==> src/rtl/mul_pkg.sv <==
// Shared types and constants for the multiplier scheduler slice.
package mul_pkg;

   localparam int unsigned MUL_W = 8;

   localparam int unsigned SEL_A = 0;
   localparam int unsigned SEL_B = 1;
   localparam int unsigned SEL_C = 2;

   typedef enum logic [1:0] {
      IDLE  = 2'd0,
      STEP1 = 2'd1,
      STEP2 = 2'd2
   } mul_sched_state_t;

   // Operand mux: an unselected operand contributes a neutral factor of 1.
   function automatic logic signed [MUL_W-1:0] op_mux(input logic signed [MUL_W-1:0] x,
                                                      input logic en);
      return en ? x : 8'sd1;
   endfunction

endpackage

==> src/rtl/mul_rr_arb.sv <==
// Combinational arbiter: first asserted req searching upward from pointer+1 mod NREQ.
module mul_rr_arb #(
   parameter  int unsigned NREQ = 3,
   localparam int unsigned PW   = $clog2(NREQ)
) (
   input  logic [NREQ-1:0] req,
   input  logic [PW-1:0]   pointer,
   output logic [NREQ-1:0] win,
   output logic            any
);

   logic [PW-1:0] idx;
   logic          found;

   always_comb begin
      win   = '0;
      idx   = '0;
      found = 1'b0;
      for (int unsigned off = 1; off <= NREQ; off++) begin
         idx = PW'((32'(pointer) + off) % NREQ);
         if (!found && req[idx]) begin
            win[idx] = 1'b1;
            found    = 1'b1;
         end
      end
      any = found;
   end

endmodule

==> src/rtl/mult.sv <==
// Shared 8-bit signed multiplier; keeps the low MUL_W bits of the product.
module mult
   import mul_pkg::*;
(
   input  logic signed [MUL_W-1:0] a,
   input  logic signed [MUL_W-1:0] b,
   output logic signed [MUL_W-1:0] p
);

   assign p = a * b;

endmodule

==> src/rtl/mul_sched.sv <==
// Time-shares one mult across NREQ requesters in two passes (A'*B', then *C').
// MUL_SCHED_RR_EN selects round-robin arbitration; otherwise lowest index wins.
module mul_sched
   import mul_pkg::*;
#(
   parameter int unsigned NREQ = 3
) (
   input  logic                    clk,
   input  logic                    reset,
   input  logic [NREQ-1:0]         req,
   input  logic [NREQ*MUL_W-1:0]   opa,
   input  logic [NREQ*MUL_W-1:0]   opb,
   input  logic [NREQ*MUL_W-1:0]   opc,
   input  logic [NREQ*3-1:0]       sel,
   output logic [NREQ-1:0]         gnt,
   output logic [NREQ-1:0]         done,
   output logic signed [MUL_W-1:0] result,
   output logic                    busy
);

   localparam int unsigned PW = $clog2(NREQ);

   mul_sched_state_t state, nstate;

   logic [MUL_W-1:0] opa_u [NREQ];
   logic [MUL_W-1:0] opb_u [NREQ];
   logic [MUL_W-1:0] opc_u [NREQ];
   logic [2:0]       sel_u [NREQ];

   logic [PW-1:0]   ptr;
   logic [NREQ-1:0] win;
   logic            any;
   logic [PW-1:0]   win_idx;
   logic [PW-1:0]   owner;

   logic signed [MUL_W-1:0] a_q, b_q, c_q, acc;
   logic [2:0]              s_q;
   logic signed [MUL_W-1:0] a_m, b_m, c_m, ma, mb, mp;
   logic                    capture, fin;

   for (genvar g = 0; g < NREQ; g++) begin : g_unpack
      assign opa_u[g] = opa[g*MUL_W +: MUL_W];
      assign opb_u[g] = opb[g*MUL_W +: MUL_W];
      assign opc_u[g] = opc[g*MUL_W +: MUL_W];
      assign sel_u[g] = sel[g*3 +: 3];
   end

   mul_rr_arb #(.NREQ(NREQ)) u_arb (
      .req     (req),
      .pointer (ptr),
      .win     (win),
      .any     (any)
   );

   always_comb begin
      win_idx = '0;
      for (int unsigned i = 0; i < NREQ; i++) begin
         if (win[i]) win_idx = PW'(i);
      end
   end

`ifdef MUL_SCHED_RR_EN
   always_ff @(posedge clk) begin
      if (reset)    ptr <= PW'(NREQ - 1);
      else if (fin) ptr <= owner;
   end
`else
   // Pinning the pointer to NREQ-1 makes the search always start at index 0.
   assign ptr = PW'(NREQ - 1);
`endif

   always_ff @(posedge clk) begin
      if (reset) state <= IDLE;
      else       state <= nstate;
   end

   always_comb begin
      nstate  = state;
      busy    = 1'b0;
      capture = 1'b0;
      fin     = 1'b0;
      case (state)
         IDLE: begin
            if (any) begin
               capture = 1'b1;
               nstate  = STEP1;
            end
         end
         STEP1: begin
            busy   = 1'b1;
            nstate = STEP2;
         end
         STEP2: begin
            busy   = 1'b1;
            fin    = 1'b1;
            nstate = IDLE;
         end
         default: nstate = IDLE;
      endcase
   end

   assign a_m = op_mux(a_q, s_q[SEL_A]);
   assign b_m = op_mux(b_q, s_q[SEL_B]);
   assign c_m = op_mux(c_q, s_q[SEL_C]);

   // Pass 1 multiplies A'*B'; pass 2 reuses the same mult for acc*C'.
   assign ma = (state == STEP1) ? a_m : acc;
   assign mb = (state == STEP1) ? b_m : c_m;

   mult u_mult (
      .a (ma),
      .b (mb),
      .p (mp)
   );

   always_ff @(posedge clk) begin
      if (reset) begin
         gnt    <= '0;
         done   <= '0;
         result <= '0;
         acc    <= '0;
         owner  <= '0;
         a_q    <= '0;
         b_q    <= '0;
         c_q    <= '0;
         s_q    <= '0;
      end else begin
         gnt  <= '0;
         done <= '0;
         if (capture) begin
            gnt   <= win;
            owner <= win_idx;
            a_q   <= opa_u[win_idx];
            b_q   <= opb_u[win_idx];
            c_q   <= opc_u[win_idx];
            s_q   <= sel_u[win_idx];
         end
         if (state == STEP1) acc <= mp;
         if (fin) begin
            result      <= mp;
            done[owner] <= 1'b1;
         end
      end
   end

endmodule
==> config.mk <==
export PLATFORM = sky130hd
export DESIGN_NAME = mul_sched
export DESIGN_NICKNAME = d
export VERILOG_FILES = /design/src/rtl/mul_pkg.sv /design/src/rtl/mul_rr_arb.sv /design/src/rtl/mult.sv /design/src/rtl/mul_sched.sv
export SDC_FILE = /design/constraint.sdc
export NUM_CORES = 1
export LEC_CHECK = 0
export ABC_AREA = 1
export CAP_MARGIN = 20
export CELL_PAD_IN_SITES_DETAIL_PLACEMENT = 0
export CELL_PAD_IN_SITES_GLOBAL_PLACEMENT = 1
export CORE_MARGIN = 4
export CORE_UTILIZATION = 34
export DETAILED_ROUTE_END_ITERATION = 6
export PLACE_DENSITY = 0.86
export SLEW_MARGIN = 20
export SYNTH_ARGS = -nofsm -noshare
export SYNTH_HDL_FRONTEND = slang
export SYNTH_SLANG_ARGS = --single-unit
==> constraint.sdc <==
create_clock -name clk -period 6.1 [get_ports clk]
set_clock_uncertainty 0.15 [all_clocks]
set_input_delay 0.61 -clock clk [delete_from_list [all_inputs] [get_ports clk]]
set_output_delay 0.61 -clock clk [all_outputs]
set_load 0.02 [all_outputs]
==> impl_metrics.tcl <==
set metrics [dict create \
    path_clk_slew_ns 0.10 \
    rows 38 \
    fmax_mhz 183 \
    rsz0062_at_grt "no" \
    initialDrtViolationCount 147 \
    cts_buffer_depth 2 \
    area_delta_synth_final_pct 31.1 \
    gr-usage-all-layers 0.166 \
    status "completed" \
    max_cap_viol_count 0 \
    routabilityCongestion 0.863 \
    rr_endpoint "result[7]" \
    die_w_um 113 \
    fp.dieArea_um2 12800 \
    overflow 0 \
    drc 0 \
    antenna_found_initial 0 \
    setup_viol 0 \
    slew_viol_final 0 \
    synth.ff_latch_count 53 \
    cts_made_buffers 5 \
    design.portCount 101 \
    setup_tns_ns 0 \
    antenna-diode-count 0 \
    worst_pin_slew_ns 0.890 \
    post_cts_buffers 0 \
    yosys_warnings 0 \
    syn_area_per_cell_um2 6.58 \
    final_util 0.454 \
    post_drt_via_cell_ratio 4.77 \
    p_per_area_nw_per_um2 195 \
    vias 3789 \
    num-nets-final 776 \
    ir_drop_mv 0.0972 \
    whs_ns 0.310 \
    place_hpwl_um 8730 \
    hold_viol_final 0 \
    syn-cell-area_um2 3760 \
    slew_headroom 0.405 \
    io_buffers 100 \
    antenna_left 0 \
    syn_inst 571 \
    r2r-start "state[1]" \
    finalPower_uw 959 \
    coreArea_um2 10800 \
    r2r_setup_slack_ns 0.62 \
    wire_per_inst_um 13.0 \
    cp-start-kind "flip-flop" \
    required_ns 6.16 \
    grt_pass1_vias 3809 \
    fin_crit_ns 5.48 \
    cts_hold_buf 0 \
    cts-root-buf "clkbuf_8" \
    detail_route.wirelength_um 10300 \
    n_fill_cell 1135 \
    worstSetupEndpointType "flip-flop" \
    grt_max_degree 48 \
    htreeDepth 2 \
    clock_latency_ns 0.31 \
    critPathMaxFanout 17 \
    initial_utilization 0.346 \
    cts_tree "yes" \
    critPathArrivalTime_ns 5.54 \
    synthesis.nets 693 \
    ctsResizeCount 0 \
    ys_seq_area_frac 0.282 \
    critPathCapture "result[7]" \
    hold_class "reg -> reg" \
    total_leakage_power_uw 0.00221 \
    worst_r2r_path_depth 26 \
    clock-sinks 53 \
    chipHeight_um 113 \
    grt_pass1_wl_um 17600 \
    period_share 0.898 \
    drt-pass1-iter-count 5 \
    drive_above_1_share 0.0351 \
    crit_type "reg -> reg" \
    startpoint "state[1]" \
    synth_cell_types 32 \
]
==> layout make-up <==
| type | count | area, um^2 | share of cell area |
|---|---|---|---|
| Sequential cell | 53 | 1060 | 0.215 |
| Timing Repair Buffer | 103 | 1020 | 0.208 |
| Tap cell | 140 | 175 | 0.0356 |
| Multi-Input combinational cell | 415 | 2280 | 0.464 |
| Clock buffer | 5 | 68.8 | 0.0140 |
| Clock inverter | 3 | 25.0 | 0.00508 |
| Inverter | 76 | 288 | 0.0584 |
==> worst max-delay path, stage by stage, from the launching register on <==
cell and delay, ns:
dfxtp_1 0.34, inv_1 0.12, ha_1 0.59, nand2_4 0.14, o21ai_1 0.34, inv_1 0.14, nor2_1 0.17, fa_1 0.43
ha_1 0.29, inv_1 0.05, fa_1 0.51, fa_1 0.56, inv_1 0.05, ha_1 0.32, a21oi_1 0.15, nand2_1 0.07
or2_2 0.29, nand2_1 0.06, nand2_1 0.04, nand2_1 0.07, nand3_1 0.07, nand2_1 0.08, inv_1 0.04, nand2_1 0.05
nand2_1 0.06, o21ai_1 0.14, inv_1 0.06
==> Yosys cell counts <==
library cell | count | area [um^2]
inv_4 | 1 | 6.26
nor3_1 | 3 | 15.0
inv_2 | 1 | 3.75
nand2_4 | 1 | 11.3
buf_1 | 3 | 11.3
nor2_2 | 1 | 6.26
or2_2 | 2 | 12.5
clkinv_1 | 2 | 7.51
o211ai_1 | 19 | 143
xor2_1 | 1 | 8.76
o21ai_0 | 19 | 95.1
clkbuf_1 | 19 | 71.3
inv_1 | 72 | 270
xnor2_1 | 2 | 17.5
o21ai_4 | 1 | 16.3
buf_2 | 2 | 10.0
buf_6 | 2 | 22.5
a21oi_1 | 30 | 150
buf_4 | 1 | 7.51
nand2_2 | 3 | 18.8
o22ai_2 | 1 | 12.5
a21oi_2 | 1 | 8.76
fa_1 | 12 | 240
o21ai_1 | 3 | 15.0
o21a_1 | 1 | 7.51
nand2_1 | 149 | 559
nand3_1 | 66 | 330
dfxtp_1 | 53 | 1060
o22ai_1 | 11 | 68.8
ha_1 | 24 | 300
nor2_1 | 64 | 240
nand3b_1 | 1 | 7.51
==> kinds of logic (layout without fill, tap and decap cells) <==
logic type | Yosys count | count (layout) | share of synthesized area
AO/OA/AOI/OAI | 86 | 86 | 0.138
buffers and inverters | 103 | 187 | 0.109
adder cells (fa/ha/maj) | 36 | 36 | 0.144
AND/OR/NAND/NOR | 290 | 290 | 0.320
XOR/XNOR | 3 | 3 | 0.00700
flip-flops | 53 | 53 | 0.282
==> worst min-delay path by stage <==
stage | startpoint | end | slack [ns] | cells past startpoint
finish | owner[0] | done[2] | 0.31 | 1
CTS | owner[1] | done[0] | 0.31 | 1
global route | owner[1] | done[0] | 0.32 | 1
global placement | owner[0] | done[2] | 0.28 | 1
floorplan | owner[0] | done[2] | 0.27 | 1
detailed placement | owner[1] | done[0] | 0.29 | 1
==> metrics by stage <==
stage,area [um^2],instances,setup slack [ns]
after global routing,4930,795,0.0887
after detailed placement,4830,787,0.610
after CTS,4930,795,0.583
after global placement,4830,787,0.826
after floorplan,3760,571,1.40
final,4930,795,0.622
==> power breakdown <==
part           internal (uW)  switching [uW]
logic                    148             199
clock network           83.9             124
registers                381            23.2
total                    613             346
==> cells in the final DEF (no fill, tap or decap), types with 5 or more instances in the layout <==
cell             netlist  routed
nand2_1              149     149
clkdlybuf4s50_1        0     100
inv_1                 72      72
nand3_1               66      66
nor2_1                64      64
dfxtp_1               53      53
a21oi_1               30      30
ha_1                  24      24
o21ai_0               19      19
o211ai_1              19      19
fa_1                  12      12
o22ai_1               11      11
clkbuf_8               0       5
==> flip-flops by register name, summed over array words and instances, names as in the netlist, 3 cells and up <==
| signal | flops |
|---|---|
| done | 3 |
| gnt | 3 |
| result | 8 |
| b_q | 8 |
| c_q | 8 |
| acc | 8 |
| s_q | 3 |
| a_q | 8 |
==> per-layer routing <==
| metal | wire length (um) | part of all wire | GRT usage | vias to the layer above |
|---|---|---|---|---|
| met5 | 0 | 0 | 0 | - |
| met1 | 4770 | 0.46 | 0.222 | 1699 |
| li1 | - | - | - | 1993 |
| met4 | 156 | 0.015 | 0.0473 | 0 |
| met3 | 437 | 0.042 | 0.0289 | 14 |
| met2 | 4950 | 0.48 | 0.275 | 83 |
Power figures use the tool's default switching activity.
